File: config.mk
export PLATFORM = sky130hd
export DESIGN_NAME = warp_issue_scheduler
export DESIGN_NICKNAME = d
export VERILOG_FILES = /design/src/rtl/warp_issue_scheduler.sv
export SDC_FILE = /design/constraint.sdc
export NUM_CORES = 1
export LEC_CHECK = 0
export BUFFER_PORTS_ARGS = -buffer_cell sky130_fd_sc_hd__buf_2
export CAP_MARGIN = 20
export CORE_AREA = 2 2 175 177
export CTS_CLUSTER_SIZE = 10
export DETAILED_ROUTE_END_ITERATION = 16
export DIE_AREA = 0 0 177 179
export GPL_TIMING_DRIVEN = 0
export PLACE_DENSITY = 0.6
export SLEW_MARGIN = 20
export SYNTH_ARGS = -nofsm -noshare
export SYNTH_HDL_FRONTEND = slang
export SYNTH_SLANG_ARGS = --single-unit
File: constraint.sdc
create_clock -name clock -period 8.8 [get_ports clock]
set_input_delay 0.88 -clock clock [delete_from_list [all_inputs] [get_ports clock]]
set_output_delay 0.88 -clock clock [all_outputs]
set_load 0.005 [all_outputs]
File: src/rtl/warp_issue_scheduler.sv
// Round-robin warp issue scheduler with a single-entry issue register and
// per-warp outstanding-writeback counters gating eligibility.
module warp_issue_scheduler #(
    parameter int NUM_WARPS    = 8,
    parameter int ARCH_LEN     = 32,
    parameter int OP_BITS      = 7,
    parameter int REG_BITS     = 8,
    parameter int MAX_INFLIGHT = 4,
    localparam int WW = (NUM_WARPS > 1) ? $clog2(NUM_WARPS) : 1,
    localparam int CW = $clog2(MAX_INFLIGHT + 1)
) (
    input  logic                          clock,
    input  logic                          reset_n,
    input  logic                          start,
    input  logic [NUM_WARPS-1:0]          ibuf_valid,
    input  logic [ARCH_LEN*NUM_WARPS-1:0] ibuf_pc,
    input  logic [OP_BITS*NUM_WARPS-1:0]  ibuf_op,
    input  logic [REG_BITS*NUM_WARPS-1:0] ibuf_rd,
    output logic [NUM_WARPS-1:0]          ibuf_ready,
    input  logic                          finished,
    output logic                          issue_valid,
    input  logic                          issue_ready,
    output logic [WW-1:0]                 issue_warp,
    output logic [ARCH_LEN-1:0]           issue_pc,
    output logic [OP_BITS-1:0]            issue_op,
    output logic [REG_BITS-1:0]           issue_rd,
    input  logic                          wb_valid,
    input  logic [WW-1:0]                 wb_warp,
    output logic                          busy,
    output logic                          done,
    output logic                          wb_underflow
);

    typedef enum logic [1:0] {IDLE, RUN, DRAIN, DONE} state_t;

    state_t                       state, state_nxt;
    logic [WW-1:0]                rr_ptr, grant_idx;
    logic [NUM_WARPS-1:0]         eligible, grant, wb_uf;
    logic [NUM_WARPS-1:0][CW-1:0] inflight;
    logic                         can_load, any_grant;
    logic [REG_BITS-1:0]          sel_rd;

    assign can_load = !issue_valid || issue_ready;

    // Search starts one past the last winner so every warp gets a turn.
    always_comb begin
        any_grant = 1'b0;
        grant_idx = rr_ptr;
        for (int i = 1; i <= NUM_WARPS; i++) begin
            if (!any_grant && can_load && eligible[(int'(rr_ptr) + i) % NUM_WARPS]) begin
                any_grant = 1'b1;
                grant_idx = WW'((int'(rr_ptr) + i) % NUM_WARPS);
            end
        end
        grant = any_grant ? (NUM_WARPS'(1) << grant_idx) : '0;
    end

    assign sel_rd     = ibuf_rd[REG_BITS*grant_idx +: REG_BITS];
    assign ibuf_ready = grant;
    assign busy       = (state == RUN) || (state == DRAIN);
    assign done       = (state == DONE);

    for (genvar w = 0; w < NUM_WARPS; w++) begin : g_warp
        logic [CW-1:0] cnt;
        logic          inc, dec;

        assign inc         = grant[w] && (sel_rd != '0);
        assign dec         = wb_valid && (wb_warp == WW'(w));
        assign eligible[w] = (state == RUN) && ibuf_valid[w] && (cnt < CW'(MAX_INFLIGHT));
        assign wb_uf[w]    = dec && !inc && (cnt == '0);
        assign inflight[w] = cnt;

        always_ff @(posedge clock or negedge reset_n) begin
            if (!reset_n)
                cnt <= '0;
            else if (inc && !dec)
                cnt <= cnt + 1'b1;
            else if (dec && !inc && cnt != '0)
                cnt <= cnt - 1'b1;
        end
    end

    always_comb begin
        state_nxt = state;
        case (state)
            IDLE:    if (start) state_nxt = RUN;
            RUN:     if (finished) state_nxt = DRAIN;
            DRAIN:   if (!issue_valid && inflight == '0) state_nxt = DONE;
            DONE:    if (start) state_nxt = RUN;
            default: state_nxt = IDLE;
        endcase
    end

    always_ff @(posedge clock or negedge reset_n) begin
        if (!reset_n) begin
            state        <= IDLE;
            rr_ptr       <= WW'(NUM_WARPS - 1);
            wb_underflow <= 1'b0;
        end else begin
            state <= state_nxt;
            if (any_grant) rr_ptr <= grant_idx;
            if (|wb_uf) wb_underflow <= 1'b1;
        end
    end

    // Payload is only written on a grant, so a stalled entry never changes.
    always_ff @(posedge clock or negedge reset_n) begin
        if (!reset_n) begin
            issue_valid <= 1'b0;
            issue_warp  <= '0;
            issue_pc    <= '0;
            issue_op    <= '0;
            issue_rd    <= '0;
        end else if (any_grant) begin
            issue_valid <= 1'b1;
            issue_warp  <= grant_idx;
            issue_pc    <= ibuf_pc[ARCH_LEN*grant_idx +: ARCH_LEN];
            issue_op    <= ibuf_op[OP_BITS*grant_idx +: OP_BITS];
            issue_rd    <= sel_rd;
        end else if (issue_ready) begin
            issue_valid <= 1'b0;
        end
    end

endmodule

==> results of run 1 <==
[cells by family after synthesis]
family / Yosys count / share of synthesized area (%)
XOR/XNOR: 13 / 1.47
flip-flops: 81 / 23.2
AO/OA/AOI/OAI: 275 / 22.8
adder cells (fa/ha/maj): 13 / 2.54
multiplexers: 38 / 5.52
buffers and inverters: 112 / 5.29
AND/OR/NAND/NOR: 754 / 39.2
[layout make-up]
| class | count | area (sq um) |
|---|---|---|
| inverter | 12 | 47.5 |
| antenna | 13 | 32.5 |
| tap | 396 | 495 |
| sequential | 81 | 2030 |
| clock inverter | 7 | 83.8 |
| fill | 3318 | 18100 |
| multi-input combinational | 1093 | 6270 |
| timing repair buffer | 456 | 2320 |
| buffer | 100 | 417 |
| clock buffer | 9 | 225 |
[cell usage after synthesis, drive strengths merged (6+ instances only)]
| library cell | number | area share [%] |
|---|---|---|
| nand4 | 9 | 0.64 |
| nor3 | 16 | 0.97 |
| a311oi | 47 | 4.9 |
| a211oi | 6 | 0.57 |
| or2 | 8 | 0.57 |
| nor2 | 96 | 4.1 |
| o211ai | 8 | 0.74 |
| a31oi | 50 | 3.6 |
| a21oi | 64 | 3.7 |
| clkbuf | 79 | 3.4 |
| a22oi | 8 | 0.74 |
| mux2i | 15 | 1.7 |
| mux2 | 17 | 2.3 |
| buf | 21 | 1.4 |
| inv | 10 | 0.46 |
| or3 | 6 | 0.43 |
| nor2b | 10 | 0.71 |
| nand2 | 404 | 17 |
| xor2 | 8 | 0.88 |
| a221oi | 6 | 0.60 |
| dfrtp | 78 | 22 |
| fa | 8 | 1.8 |
| and3 | 49 | 3.5 |
| nand2b | 8 | 0.57 |
| nor4 | 11 | 0.96 |
| o21ai | 24 | 1.4 |
| nand3 | 109 | 6.5 |
| o221ai | 6 | 0.60 |
| mux4 | 6 | 1.5 |
[worst register-to-register path, cell delays in order (launching register included)]
cell and delay (ns):
dfstp_2 0.56, buf_6 0.14, inv_4 0.06, buf_6 0.15
ha_1 0.32, xnor2_1 0.32, mux4_2 0.41, a22oi_1 0.45
a22oi_2 0.20, a311oi_4 0.57, buf_2 0.38, clkbuf_1 0.51
clkbuf_1 0.64, clkbuf_1 0.66, nand2_1 0.12, a311oi_1 0.53
a31oi_1 0.15, a21oi_1 0.19
[routing by layer]
metal	vias up	routed length, microns	GRT usage [%]
li1	5580	-	-
met1	5892	20500	38.3
met2	670	24700	52.1
met3	130	4390	8.02
met4	24	1840	11.7
met5	-	166	0
[worst max-delay path by stage]
stage                     startpoint  slack (ns)          endpoint
after CTS                  rr_ptr[0]        2.42       issue_op[2]
after detailed placement   rr_ptr[0]        2.46       issue_op[2]
after global routing       rr_ptr[0]        2.13       issue_op[2]
after floorplan            rr_ptr[0]        3.80  g_warp[3].cnt[1]
after global placement     rr_ptr[0]        2.45       issue_op[2]
final                      rr_ptr[0]        2.38       issue_op[1]
[stage by stage]
| stage | cell area [sq um] | std cells |
|---|---|---|
| final | 11900 | 2167 |
| after global routing | 11900 | 2163 |
| after CTS | 11900 | 2154 |
| after detailed placement | 11600 | 2138 |
| after global placement | 11500 | 2135 |
| after floorplan | 8770 | 1286 |
[sequential cells by signal, summed over array words and instances, names as in the netlist]
register,cells
issue_pc,32
g_warp.cnt,24
issue_rd,8
issue_op,7
issue_warp,3
rr_ptr,3
state,2
issue_valid,1
wb_underflow,1
==> flow_summary.yaml, run 1 <==
routing:
  dr.pass1.iters: 7
  drtAntennaViolNets: 0
  drt_iter0_drc: 1098
  wire_per_inst_microns: 23.8
  vias: 12300
  vias_per_cell: 5.67
  remaining_drc_errors: 0
  wirelength_microns: 51600
sta:
  fmax_mhz: 156
  maxSlewHeadroom_pct: 38.4
  slew_violations: 0
  finalClockSkew_ns: 0.0168
  fin_crit_sh_pct: 73.0
  fin_setup_tns_ns: 0
  hold-worst-slack_ns: 0.397
  hold_violations: 0
  layout_min_cycle_time_ns: 6.42
  setup_viol: 0
  worst_pin_slew_ns: 0.925
  finalWorstSetupSlack_ns: 2.38
  rsz0062_at_grt: "false"
clock_network:
  cts.clk_slew.worst_paths_ns: 0.07
  cts_sinks: 81
  cts_tree: "done"
  cts_setup_buffers: 0
  root_buffer: "clkbuf_16"
  numCtsBuffers: 9
  hold_buffers: 0
  clockBufferDepth: 2
  cts_max_level: 3
  clk_latency_ns: 0.36
  cts_resized: 0
logic_synthesis:
  synthArstFlopShare_pct: 100
  syn_area_per_cell_sq_um: 6.82
  synth.distinct_cells: 97
  synth_ff_type: "dfrtp_1"
  yosysWarningCount: 0
  yosysSeqAreaShare_pct: 23.2
  synthCells: 1286
  synth_nets: 1692
  syn-cell-area_sq_mm: 0.00877
  yosys_register_bits: 81
  synth_edf_count: 0
grt:
  grt_max_degree: 60
  grt_pass1_vias: 11700
  grt_pass1_wl_microns: 72600
  antenna_found_initial: 23
  grt.overflow.total: 0
  track_usage_pct: 31.1
final_layout:
  final_common_cell: "buf_2"
  final_cell_mix: "buf_2 (458), nand2_1 (402), nand3_1 (106), nor2_1 (95), clkbuf_1 (79)"
  area_delta_synth_final_pct: 36.0
  fin_nets: 2159
  drive_above_1_share_pct: 30.7
  utilization_pct: 39.7
worst_setup_path:
  slowest_delay_ns: 0.66
  crit_chain: "buf_6, inv_4, buf_6, ha_1, xnor2_1, mux4_2, a22oi_1, a22oi_2, a311oi_4, buf_2, clkbuf_1, clkbuf_1, clkbuf_1, nand2_1, a311oi_1, a31oi_1, a21oi_1"
  rr_worst_depth: 17
  required_ns: 9.07
  critPathBufInv: 7
  path_depth: 17
  cp_common_cell: "clkbuf_1"
  crit_type: "reg2reg"
  worstPathArrival_ns: 6.69
  timing.rr.end: "issue_op[1]"
  cp_max_fo: 10
  cp-end-kind: "register"
  rr_startpoint: "rr_ptr[0]"
  critical_path.startpoint_type: "register"
  crit_family: "buffers and inverters"
  r2r_setup_slack_ns: 2.38
  crit_slowest_cell: "clkbuf_1"
die:
  die_w_microns: 177
  core_area_sq_mm: 0.0300
  initial_utilization_pct: 29.2
  die_h_microns: 179
  ios: 455
  dieArea_sq_mm: 0.0317
  row_count: 64
placed_design:
  gp_congestion: 1.02
  dp_hpwl_microns: 42200
  io_buffer_count: 453
  dp_slack_ns: 2.46
run_status:
  status: "completed"
hold_path:
  hold_class: "in2async"
job:
  maxCapViolCount: 0
Power of run 1 is left out: the tool's default activity adds up to more than one toggle a clock period on the data nets, which glitch-free logic cannot reach.
==> run 2, diff against run 1 <==
clock period = 6.15 ns   (was 8.8 ns; I/O delays follow)
==> run 2 against run 1 <==
Critical path depth grew 4. Clock skew down 0.0031 ns. Worst setup slack got worse by 2.1 ns. Wire length about the same. First-iteration DRC count fell by 11%. Register-to-register slack got worse by 2.1 ns. Via count grew 0.12%. Die area unchanged. Maximum frequency grew 9.3%. Final area grew 0.44%. Final cell count about the same.
==> flow_summary.yaml, run 2 (synthesized netlist as in run 1, its figures left out) <==
run_status:
  status: "completed"
clock_network:
  numCtsBuffers: 9
  clockBufferDepth: 2
  cts_tree: "done"
  cts_max_level: 3
  root_buffer: "clkbuf_16"
  clk_latency_ns: 0.36
  cts.clk_slew.worst_paths_ns: 0.07
  cts_sinks: 81
placed_design:
  dp_slack_ns: -0.186
  placedCellCount: 2138
  io_buffer_count: 453
  dp_hpwl_microns: 42200
  gp_congestion: 1.02
  place_area_sq_mm: 0.0116
worst_setup_path:
  crit_slowest_cell: "dfstp_2"
  worstPathArrival_ns: 6.11
  cp_max_fo: 10
  critical_path.startpoint_type: "register"
  slowest_delay_ns: 0.56
  crit_type: "reg2reg"
  rr_worst_depth: 21
  required_ns: 6.39
  cp-end-kind: "register"
  crit_chain: "buf_6, inv_4, buf_6, ha_1, xnor2_2, mux4_2, a22o_1, o22ai_1, nor3_2, and3_1, a21o_2, inv_1, nand3_1, o32a_1, a211o_1, buf_6, buf_2, and2_1, nand2_1, fa_1, mux2_1"
  cp_common_cell: "buf_6"
grt:
  grt_pass1_vias: 11700
  grt_pass1_wl_microns: 72600
  antenna_found_initial: 23
  grt.overflow.total: 0
  track_usage_pct: 31.1
  grt_max_degree: 60
sta:
  fin_crit_sh_pct: 95.5
  hold-worst-slack_ns: 0.128
  maxSlewHeadroom_pct: 40.7
  layout_min_cycle_time_ns: 5.87
  worst_pin_slew_ns: 0.890
  hold_violations: 0
  fmax_mhz: 170
  finalWorstSetupSlack_ns: 0.275
  setup_viol: 0
  finalClockSkew_ns: 0.0137
  slew_violations: 0
final_layout:
  multi_input_area_sq_mm: 0.00630
  drive_above_1_share_pct: 31.3
  fin_nets: 2161
  final_cell_mix: "buf_2 (458), nand2_1 (402), nand3_1 (106), nor2_1 (95), dfrtp_1 (78)"
  final_common_cell: "buf_2"
  final_area_sq_mm: 0.0120
  top_register: "issue_pc"
  largest_reg_flops: 32
  ff_latch_area_sq_mm: 0.00203
  final_cell_count_no_fill: 2169
  fill_cells: 3320
  reg_top3: "issue_pc: 32 flops, g_warp.cnt: 24 flops, issue_rd: 8 flops"
  area_delta_synth_final_pct: 36.6
hold_path:
  hold_class: "in2async"
routing:
  vias_per_cell: 5.68
  vias: 12300
  wirelength_microns: 51600
  drtAntennaViolNets: 0
  wire_per_inst_microns: 23.8
  dr.pass1.iters: 8
  drt_iter0_drc: 975
  remaining_drc_errors: 0
die:
  ios: 455
  die_h_microns: 179
  core_area_sq_mm: 0.0300
  die_w_microns: 177
  initial_utilization_pct: 29.2
  dieArea_sq_mm: 0.0317
  row_count: 64
job:
  maxCapViolCount: 0
## run 2: cell types whose count changed in the layout (fill, tap and decap cells not counted), sizes merged
cell / previous run / this run
buf: 477 / 479
clkinv: 3 / 2
clkinvlp: 1 / 2
## run 2: final cells by class
cell class | count | share of cell area [%]
Clock inverter | 7 | 0.700
Timing Repair Buffer | 458 | 19.5
Clock buffer | 9 | 1.88
Tap cell | 396 | 4.14
Buffer | 100 | 3.51
Inverter | 12 | 0.428
Multi-Input combinational cell | 1093 | 52.6
Antenna cell | 13 | 0.272
Sequential cell | 81 | 17.0
## run 2: final timing paths
kind,startpoint,to,slack [ns]
worst max-delay path,rr_ptr[0],g_warp[3].cnt[1],0.28
worst min-delay path,reset_n,issue_op[5],0.13
worst max register to register,rr_ptr[0],g_warp[3].cnt[1],0.28
worst min register to register,issue_warp[1],issue_warp[1],0.51
max in group asynchronous,reset_n,issue_pc[19],5.40
min in group clock,issue_warp[1],issue_warp[1],0.51
## run 2: per-stage QoR
| step | TNS [ns] | utilization, % |
|---|---|---|
| 2_1_floorplan | 0 | - |
| 3_3_place_gp | -0.398 | 38.4 |
| 4_1_cts | 0 | 39.6 |
| 6_report | 0 | 39.9 |
| 5_1_grt | -0.00885 | 39.9 |
| 3_5_place_dp | -0.356 | 38.6 |
## run 2: repair_timing
item                                    CTS  global route
endpoints found under the setup margin    3            27
setup buffers                             0             2
resized for setup                         1            10
hold buffers                              0             0
pin swaps                                 0             1
## run 2: worst max-delay path, delay by kind of cell, from the launching register on
| family | cells | cell delay (ns) |
|---|---|---|
| compound gates | 5 | 1.68 |
| xor+xnor | 1 | 0.24 |
| flops | 1 | 0.56 |
| fa+ha+maj | 2 | 0.75 |
| mux | 2 | 0.69 |
| simple gates | 5 | 0.92 |
| buf+inv | 6 | 0.90 |
## run 2: metal layers
| layer | part of all wire [%] | vias to the layer above | wire length [microns] | track usage (%) |
|---|---|---|---|---|
| met5 | 0.33 | - | 170 | 0 |
| met4 | 3.5 | 24 | 1810 | 11.7 |
| met3 | 8.3 | 125 | 4290 | 8.02 |
| met2 | 48 | 623 | 24800 | 52.1 |
| met1 | 40 | 5947 | 20500 | 38.3 |
| li1 | - | 5592 | - | - |
Power of run 2 is left out for the same reason.
